--- config.mk ---
export PLATFORM = sky130hd
export DESIGN_NAME = parallel_recv_seq
export DESIGN_NICKNAME = d
export VERILOG_FILES = /design/src/rtl/parallel_pkg.sv /design/src/rtl/prl_watchdog.sv /design/src/rtl/parallel_recv_seq.sv
export SDC_FILE = /design/constraint.sdc
export NUM_CORES = 1
export LEC_CHECK = 0
export CORE_ASPECT_RATIO = 0.7
export CORE_UTILIZATION = 54
export CTS_CLUSTER_SIZE = 30
export DETAILED_ROUTE_END_ITERATION = 6
export PLACE_DENSITY = 0.82
export SLEW_MARGIN = 20
export SYNTH_ARGS = -nofsm -noshare
export SYNTH_HDL_FRONTEND = slang
export SYNTH_SLANG_ARGS = --single-unit
--- constraint.sdc ---
create_clock -name CLK -period 3.34 [get_ports CLK]
set_clock_uncertainty 0.15 [all_clocks]
set_input_delay 0.668 -clock CLK [delete_from_list [all_inputs] [get_ports CLK]]
set_output_delay 0.668 -clock CLK [all_outputs]
set_load 0.01 [all_outputs]
--- src/rtl/parallel_pkg.sv ---
// Shared definitions for the parallel-link receive test sequencer.
package parallel_pkg;

    localparam int BLK_WORDS = 1024;
    localparam int DRAIN_CYC = 2;

    typedef enum logic [2:0] {
        IDLE, CLEAR, WAITLK, INITB, RUN, MARK, DRAIN, REPORT
    } state_t;

    typedef enum logic [2:0] {
        ST_NONE    = 3'd0,
        ST_PASS    = 3'd1,
        ST_BITERR  = 3'd2,
        ST_TIMEOUT = 3'd3,
        ST_UNLOCK  = 3'd4,
        ST_ABORT   = 3'd5
    } status_t;

endpackage

--- src/rtl/prl_watchdog.sv ---
// Stall watchdog: counts idle cycles while enabled, flags the cycle that reaches the limit.
module prl_watchdog #(
    parameter int WD_W = 16
) (
    input  logic            CLK,
    input  logic            RSTX,
    input  logic            clr,
    input  logic            en,
    input  logic [WD_W-1:0] lim,
    output logic            expired
);

    logic [WD_W-1:0] cnt;

    // NOTE: registers are written with <= so every flop samples pre-edge values.
    always_ff @(posedge CLK or negedge RSTX) begin
        if (!RSTX)
            cnt <= '0;
        else if (clr)
            cnt <= '0;
        else if (en && cnt != '1)
            cnt <= cnt + 1'b1;
    end

    // cnt holds the idle cycles seen before this one, so lim-1 makes this the lim-th.
    assign expired = en && (lim != '0) && (cnt == lim - 1'b1);

endmodule

--- src/rtl/parallel_recv_seq.sv ---
// Bit-error test sequencer: clears the checker, waits for lock, runs NBLK blocks, latches a verdict.
module parallel_recv_seq
    import parallel_pkg::*;
#(
    parameter int CLR_CYC = 4,
    parameter int WD_W    = 16
) (
    input  logic            RSTX,
    input  logic            CLK,
    input  logic            START,
    input  logic            ABORT,
    input  logic            ALIGNED,
    input  logic            DIPUSH,
    input  logic [7:0]      ERR_CNT,
    input  logic [15:0]     NBLK,
    input  logic [WD_W-1:0] WD_LIM,
    output logic            CLR,
    output logic            INIT,
    output logic            HOLD,
    output logic            BUSY,
    output logic            DONE,
    output logic [2:0]      STATUS,
    output logic [7:0]      RES_ERR,
    output logic [15:0]     BLK_DONE
);

    state_t      state, state_nxt;
    status_t     fault;
    logic [9:0]  word_cnt;
    logic [3:0]  cyc_cnt;
    logic [15:0] nblk_eff;
    logic        acc, last_word, last_blk;
    logic        wd_en, wd_clr, wd_exp;

    assign acc       = ALIGNED & DIPUSH;
    assign nblk_eff  = (NBLK == 16'd0) ? 16'd1 : NBLK;
    assign last_word = (word_cnt == 10'(BLK_WORDS - 1));
    assign last_blk  = (({1'b0, BLK_DONE} + 17'd1) == {1'b0, nblk_eff});

    assign wd_en  = state inside {WAITLK, RUN, MARK};
    assign wd_clr = acc || (state_nxt != state);

    prl_watchdog #(.WD_W(WD_W)) u_wd (
        .CLK     (CLK),
        .RSTX    (RSTX),
        .clr     (wd_clr),
        .en      (wd_en),
        .lim     (WD_LIM),
        .expired (wd_exp)
    );

    // NOTE: defaults first so every path assigns state_nxt and fault; no latch is inferred.
    always_comb begin
        state_nxt = state;
        fault     = ST_NONE;
        unique case (state)
            IDLE:    if (START) state_nxt = CLEAR;
            CLEAR:   if (cyc_cnt == 4'(CLR_CYC - 1)) state_nxt = WAITLK;
            WAITLK:  if (ALIGNED) state_nxt = INITB;
            INITB:   state_nxt = RUN;
            RUN:     if (acc && last_word) state_nxt = MARK;
            MARK:    if (acc) state_nxt = last_blk ? DRAIN : INITB;
            DRAIN:   if (cyc_cnt == 4'(DRAIN_CYC - 1)) state_nxt = REPORT;
            REPORT:  state_nxt = IDLE;
            default: state_nxt = IDLE;
        endcase
        // Faults applied lowest priority first so the later ones win.
        if (wd_exp && !acc) begin
            fault     = ST_TIMEOUT;
            state_nxt = REPORT;
        end
        if (!ALIGNED && (state inside {INITB, RUN, MARK})) begin
            fault     = ST_UNLOCK;
            state_nxt = REPORT;
        end
        if (ABORT && !(state inside {IDLE, REPORT})) begin
            fault     = ST_ABORT;
            state_nxt = REPORT;
        end
    end

    always_ff @(posedge CLK or negedge RSTX) begin
        if (!RSTX) begin
            state    <= IDLE;
            word_cnt <= '0;
            cyc_cnt  <= '0;
            CLR      <= 1'b0;
            INIT     <= 1'b0;
            HOLD     <= 1'b0;
            BUSY     <= 1'b0;
            DONE     <= 1'b0;
            STATUS   <= ST_NONE;
            RES_ERR  <= '0;
            BLK_DONE <= '0;
        end else begin
            state <= state_nxt;
            CLR   <= (state_nxt == CLEAR);
            INIT  <= (state_nxt == INITB);
            HOLD  <= state_nxt inside {CLEAR, WAITLK, INITB, DRAIN};
            BUSY  <= (state_nxt != IDLE);
            DONE  <= (state_nxt == REPORT);

            if (state_nxt != state)
                cyc_cnt <= '0;
            else if (state inside {CLEAR, DRAIN})
                cyc_cnt <= cyc_cnt + 4'd1;

            if (state == IDLE && START) begin
                word_cnt <= '0;
                BLK_DONE <= '0;
                STATUS   <= ST_NONE;
            end

            if (state == RUN && acc)
                word_cnt <= word_cnt + 10'd1;

            if (state == MARK && acc && fault == ST_NONE && BLK_DONE != 16'hFFFF)
                BLK_DONE <= BLK_DONE + 16'd1;

            if (state_nxt == REPORT) begin
                RES_ERR <= ERR_CNT;
                STATUS  <= (fault != ST_NONE) ? fault
                         : ((ERR_CNT == 8'd0) ? ST_PASS : ST_BITERR);
            end
        end
    end

endmodule
# Word-level counts from Yosys, hierarchy flattened
# Index checks and enable logic that the tools add are counted.
# op_classes
add_sub_neg	6
mul	0
div	0
magnitude_cmp	0
eq_ne	20
n_shift	0
mux	27
bitwise_logic	1
reduce_logical	33
# ops
op	n
16-bit two-way mux	5
3-bit two-way mux	15
16-bit by 1-bit adder with 16-bit output, second input constant	2
16-bit inequality test, second input constant	2
3-bit one-hot mux with 8 select lines	1
10-bit two-way mux	2
3-bit == test, second input constant	6
16-bit by 1-bit adder with 17-bit output, second input constant	1
17-bit by 16-bit == test with 1-bit output	1
16-bit == test	1
16-bit logical NOT	1
16-bit nonzero test	1
16-bit by 1-bit subtractor with 16-bit output, second input constant	1
2-bit nonzero test	7
3-bit by 2-bit == test with 1-bit output, second input constant	4
1-bit logical AND	12
3-bit nonzero test	4
10-bit by 1-bit adder with 10-bit output, second input constant	1
10-bit == test, second input constant	1
8-bit logical NOT	1
4-bit two-way mux	2
3-bit by 1-bit == test with 1-bit output, second input constant	2
3-bit logical NOT	2
4-bit by 1-bit adder with 4-bit output, second input constant	1
8 further kinds	11
# word_totals
ff_bits	65
latch_bits	0
ramBits	0
rom_bits	0
inputBits	46
output_inout_bits	32
word_cells	99
mem_count	0

# Depth between registers and ports, before layout
# logic_depth
depth_word	12
ltp_mapped	12
ltp_nobuf	10

# Modules after synthesis
# Synthesis repeated with hierarchy kept, for this count alone.
# hier_totals
hier_cells	525
hier_area_um2	4605.7
# modules_own_cells
module	n_inst	cells_per_inst	area_each_um2
parallel_recv_seq	1	357	3174.3
prl_watchdog	1	168	1431.4

# Worst setup path before layout
# Ideal clock, no wire load.
# synth_path
path_type	input -> register
startpoint	input WD_LIM[2]
endpoint	register RES_ERR[1]
arrival_time_ns	3.663
required_time_ns	3.065
setup_slack_ns	-0.598
cell_stages	10
path_cell_list	or4_1 buf_2 or4_1 a2111o_1 a2111o_1 a2111oi_4 nor2_2 nand2_4 buf_12 mux2_4
# synth_between
elab_chain_cells	8
# synth_rtl
item	line_no	text
start, declared	parallel_recv_seq.sv:16	input logic [WD_W-1:0] WD_LIM,
16-bit by 1-bit subtractor with 16-bit output / 16-bit nonzero test (equally long branches)	prl_watchdog.sv:26	assign expired = en && (lim != '0) && (cnt == lim - 1'b1);
16-bit == test / 1-bit logical AND (equally long branches)	prl_watchdog.sv:26	
1-bit logical AND *	prl_watchdog.sv:26	
1-bit logical AND *	parallel_recv_seq.sv:68	if (wd_exp && !acc) begin
3-bit two-way mux *	parallel_recv_seq.sv:68	
3-bit two-way mux *	parallel_recv_seq.sv:72	if (!ALIGNED && (state inside {INITB, RUN, MARK})) begin
3-bit two-way mux *	parallel_recv_seq.sv:76	if (ABORT && !(state inside {IDLE, REPORT})) begin
3-bit == test *	parallel_recv_seq.sv:120	if (state_nxt == REPORT) begin
end signal, assigned	parallel_recv_seq.sv:93	RES_ERR <= '0;
end signal, assigned	parallel_recv_seq.sv:121	RES_ERR <= ERR_CNT;
end, declared	parallel_recv_seq.sv:23	output logic [7:0] RES_ERR,
# Mark *: on every way between the ends. The rest lies on a longest branch, timed or not.
# A chain may end at the register's enable or synchronous reset.

# Final worst setup path
# layout_path
startpoint	input WD_LIM[0]
endpoint	register INIT
# layout_between
elab_chain_cells	8
# layout_rtl
item	line_no	text
16-bit by 1-bit subtractor with 16-bit output / 16-bit nonzero test (equally long branches)	prl_watchdog.sv:26	
16-bit == test / 1-bit logical AND (equally long branches)	prl_watchdog.sv:26	
1-bit logical AND *	prl_watchdog.sv:26	
1-bit logical AND *	parallel_recv_seq.sv:68	
3-bit two-way mux *	parallel_recv_seq.sv:68	
3-bit two-way mux *	parallel_recv_seq.sv:72	
3-bit two-way mux *	parallel_recv_seq.sv:76	
net state_nxt[2]	parallel_recv_seq.sv:27	state_t state, state_nxt;
3-bit by 2-bit == test with 1-bit output *	parallel_recv_seq.sv:98	INIT <= (state_nxt == INITB);
end signal, assigned	parallel_recv_seq.sv:98	
end, declared	parallel_recv_seq.sv:18	output logic INIT,
# The timed path passes the listed nets; every way through them passes the cells marked *.

==> flow_summary.ini <==
[drt]
drtPass1Iterations = 7
wl_per_cell_um = 17.9
postRouteWirelength_um = 13200
dr.first_iter.drc_count = 440
vias = 4584
via_per_inst = 6.19
drc = 0
postRouteAntennaNets = 0

[worst_setup_path]
critical_path.slowest_cell = or4_4
cp_data_required_time_ps = 3390
slowest_delay_ps = 530
r2r-end = BUSY
arrival_ps = 3600
crit_path_start_kind = input pin
rrSetupSlack_ps = 100
reg2reg_from = BLK_DONE[7]
r2r_cells = 9
crit_chain = buf_6 > or4_4 > or4_4 > a2111o_1 > a2111o_1 > a2111oi_4 > nor2_4 > buf_6 > o211ai_1 > buf_4 > nor3_2
crit_start = WD_LIM[0]
crit_fanout = 6
endpoint_kind = register
crit_type = input pin to register

[pwr]
power.share.clock_pct = 28.2
p_int_uw = 2410
power.leakage_uw = 0.00248
powerDensity_mw_per_mm2 = 605
pwr-share-seq_pct = 30.9
p_sw_uw = 1270
ir_worst_vdd_mv = 0.558
p_sw_share_pct = 34.6
combPwrFrac_pct = 40.9

[global_routing]
met1_usage_pct = 45.1
grt_pass1_vias = 4179
grt_max_degree = 66
antenna_found_initial = 0
met2_usage_pct = 47.1
grt_pass1_wl_um = 20700
grt-busiest-layer = met2
globalRouteOverflowTotal = 0
grt.met3_usage_pct = 6.30
grt_use_total_pct = 31.4

[sta]
rsz0062_at_grt = yes
slew_headroom_pct = 44.2
tns_ps = -5460
hold_viol_final = 0
drv_slew = 0
fin_ws_ps = -217
period_needed_ps = 3560
fin_crit_sh_pct = 106
setup_viol_count_final = 37
worst_pin_slew_ps = 836
max_freq_ghz = 0.281

[synth]
ys_types = 58
async_flop_share_pct = 100
syn_nets = 560
netlist.area_leader.share_pct = 36.9
synth.avg_cell_area_sq_um = 8.70
ys_seq_area_share_pct = 36.9
synth_seq_cells = 65
ys_warn_count = 0
synthTopCellsByArea = dfrtp_1 (37%), xnor2_1 (7.3%), nor2_1 (4.7%)
synth_top_area_cell = dfrtp_1
synthCells = 507
synth.cell_area_sq_mm = 0.00441
synth_edf_count = 0
yosys_most_used_dff = dfrtp_1

[finish]
most-common-layout-cells = clkdlybuf4s50_1 (68), dfrtp_1 (65), buf_4 (65)
antenna_cells = 0
fin_util_pct = 77.1
mostFrequentLayoutCell = clkdlybuf4s50_1
final_nets = 688
syn2layout_area_growth_pct = 38.2
final_cells = 740
drive_gt1_share_pct = 19.7

[cts]
cts_root_buf = clkbuf_16
path_clk_slew_ps = 50
clock_path_buffers = 2
clkLatencyLatePin_ps = 330
clock-sinks = 65
ctsHoldBuffers = 0
numCtsBuffers = 9
cts_max_level = 3
cts_tree = built

[hold_path]
min_path_type = register to register
hold-path-cell-count = 1
min_from = word_cnt[9]
holdPathEnd = word_cnt[9]

[status]
outcome = finished, violations left
violations = setup timing

[floorplan]
fp.dieH_um = 77.6
die_w_um = 110
initial_core_util_pct = 55.8
io_pins = 78
core_area_sq_mm = 0.00791
die_area_sq_mm = 0.00854
rows = 27

[place]
placedCellCount = 717
port_buffers = 77
gp_congestion = 0.935
dp_hpwl_um = 9370

[flow_run]
drv_cap = 0
==> metal layers <==
layer	wire length (um)	share of wire, %
met1	5690	43
met2	5990	45
met3	1270	9.6
met4	296	2.2
met5	0	0
==> worst max path at each step <==
stage	to	slack, ps
floorplan	RES_ERR[1]	-490
global placement	RES_ERR[0]	-820
detailed placement	u_wd.cnt[6]	-890
CTS	HOLD	-160
global route	INIT	-290
finish	INIT	-220
==> Yosys cell counts (all sizes together), types with 2 or more instances <==
cell    count
or4         4
mux2i       7
inv        12
nor4       19
and4        2
a2111o      2
o21ai      40
nand3      19
nand2b     10
and3        8
a21oi      12
a211oi      2
xnor2      37
nor3b       4
nor4bb      3
nand2      48
nor3       12
mux2       10
o21a        3
buf         6
o22ai       4
nand4      18
and2        8
dfrtp      65
nor2b       4
o31ai       5
or2         2
o41ai       3
nor2       56
o211ai      4
ha          7
clkbuf     22
or3         7
a31oi       5
xor2       22
a22oi       2
==> cell type report <==
type	count	area (sq um)
clock buffer	13	270
tap	101	126
fill	536	1810
multi-input combinational	404	2720
clock inverter	2	60.1
sequential	65	1630
timing repair buffer	143	1250
inverter	12	45.0
==> metrics by stage <==
step / hold WS [ps] / setup slack, ps / instance area [sq um] / total power, uW
after floorplan: 222 / -488 / 4430 / 1920
after global placement: 315 / -825 / 5630 / 2370
after detailed placement: 327 / -890 / 5630 / 2440
after CTS: 333 / -156 / 6010 / 3550
after global routing: 349 / -293 / 6100 / 3870
final: 327 / -217 / 6100 / 3690
==> logic make-up (layout without fill, tap and decap cells) <==
family	Yosys count	after routing	share of synthesized area [%]
xor gates and xnor gates	60	60	12.3
muxes	17	17	4.82
buffers and inverters	40	170	3.91
adders and majority gates	7	7	1.99
DFF	65	65	36.9
and+or+nand+nor	227	229	26.9
AOI/OAI and AO/OA	91	91	13.3
==> repair_timing <==
action	CTS	global route
setup buffers	2	4
pin swaps	10	16
endpoints found under the setup margin	39	39
hold endpoints to repair	0	0
gates cloned	1	1
resized for setup	39	15
==> power groups by stage <==
stage / registers (uW) / clock network [uW] / logic (uW)
after floorplan: 1120 / 0 / 807
after global placement: 1130 / 0 / 1240
after detailed placement: 1140 / 0 / 1300
after CTS: 1130 / 1050 / 1370
after global routing: 1160 / 1080 / 1640
final: 1140 / 1040 / 1510
==> worst max-delay path, delay by kind of cell <==
family                 cells  cell delay (ps)
AO/OA/AOI/OAI              4             1330
AND/OR/NAND/NOR            4             1190
buffers and inverters      3              420
==> state kept, by name (all words and copies together) (netlist names) <==
name	cells
STATUS	3
INIT	1
BLK_DONE	16
u_wd.cnt	16
BUSY	1
HOLD	1
word_cnt	10
cyc_cnt	4
DONE	1
CLR	1
RES_ERR	8
state	3
No activity file was read; power rests on OpenSTA's default activity.
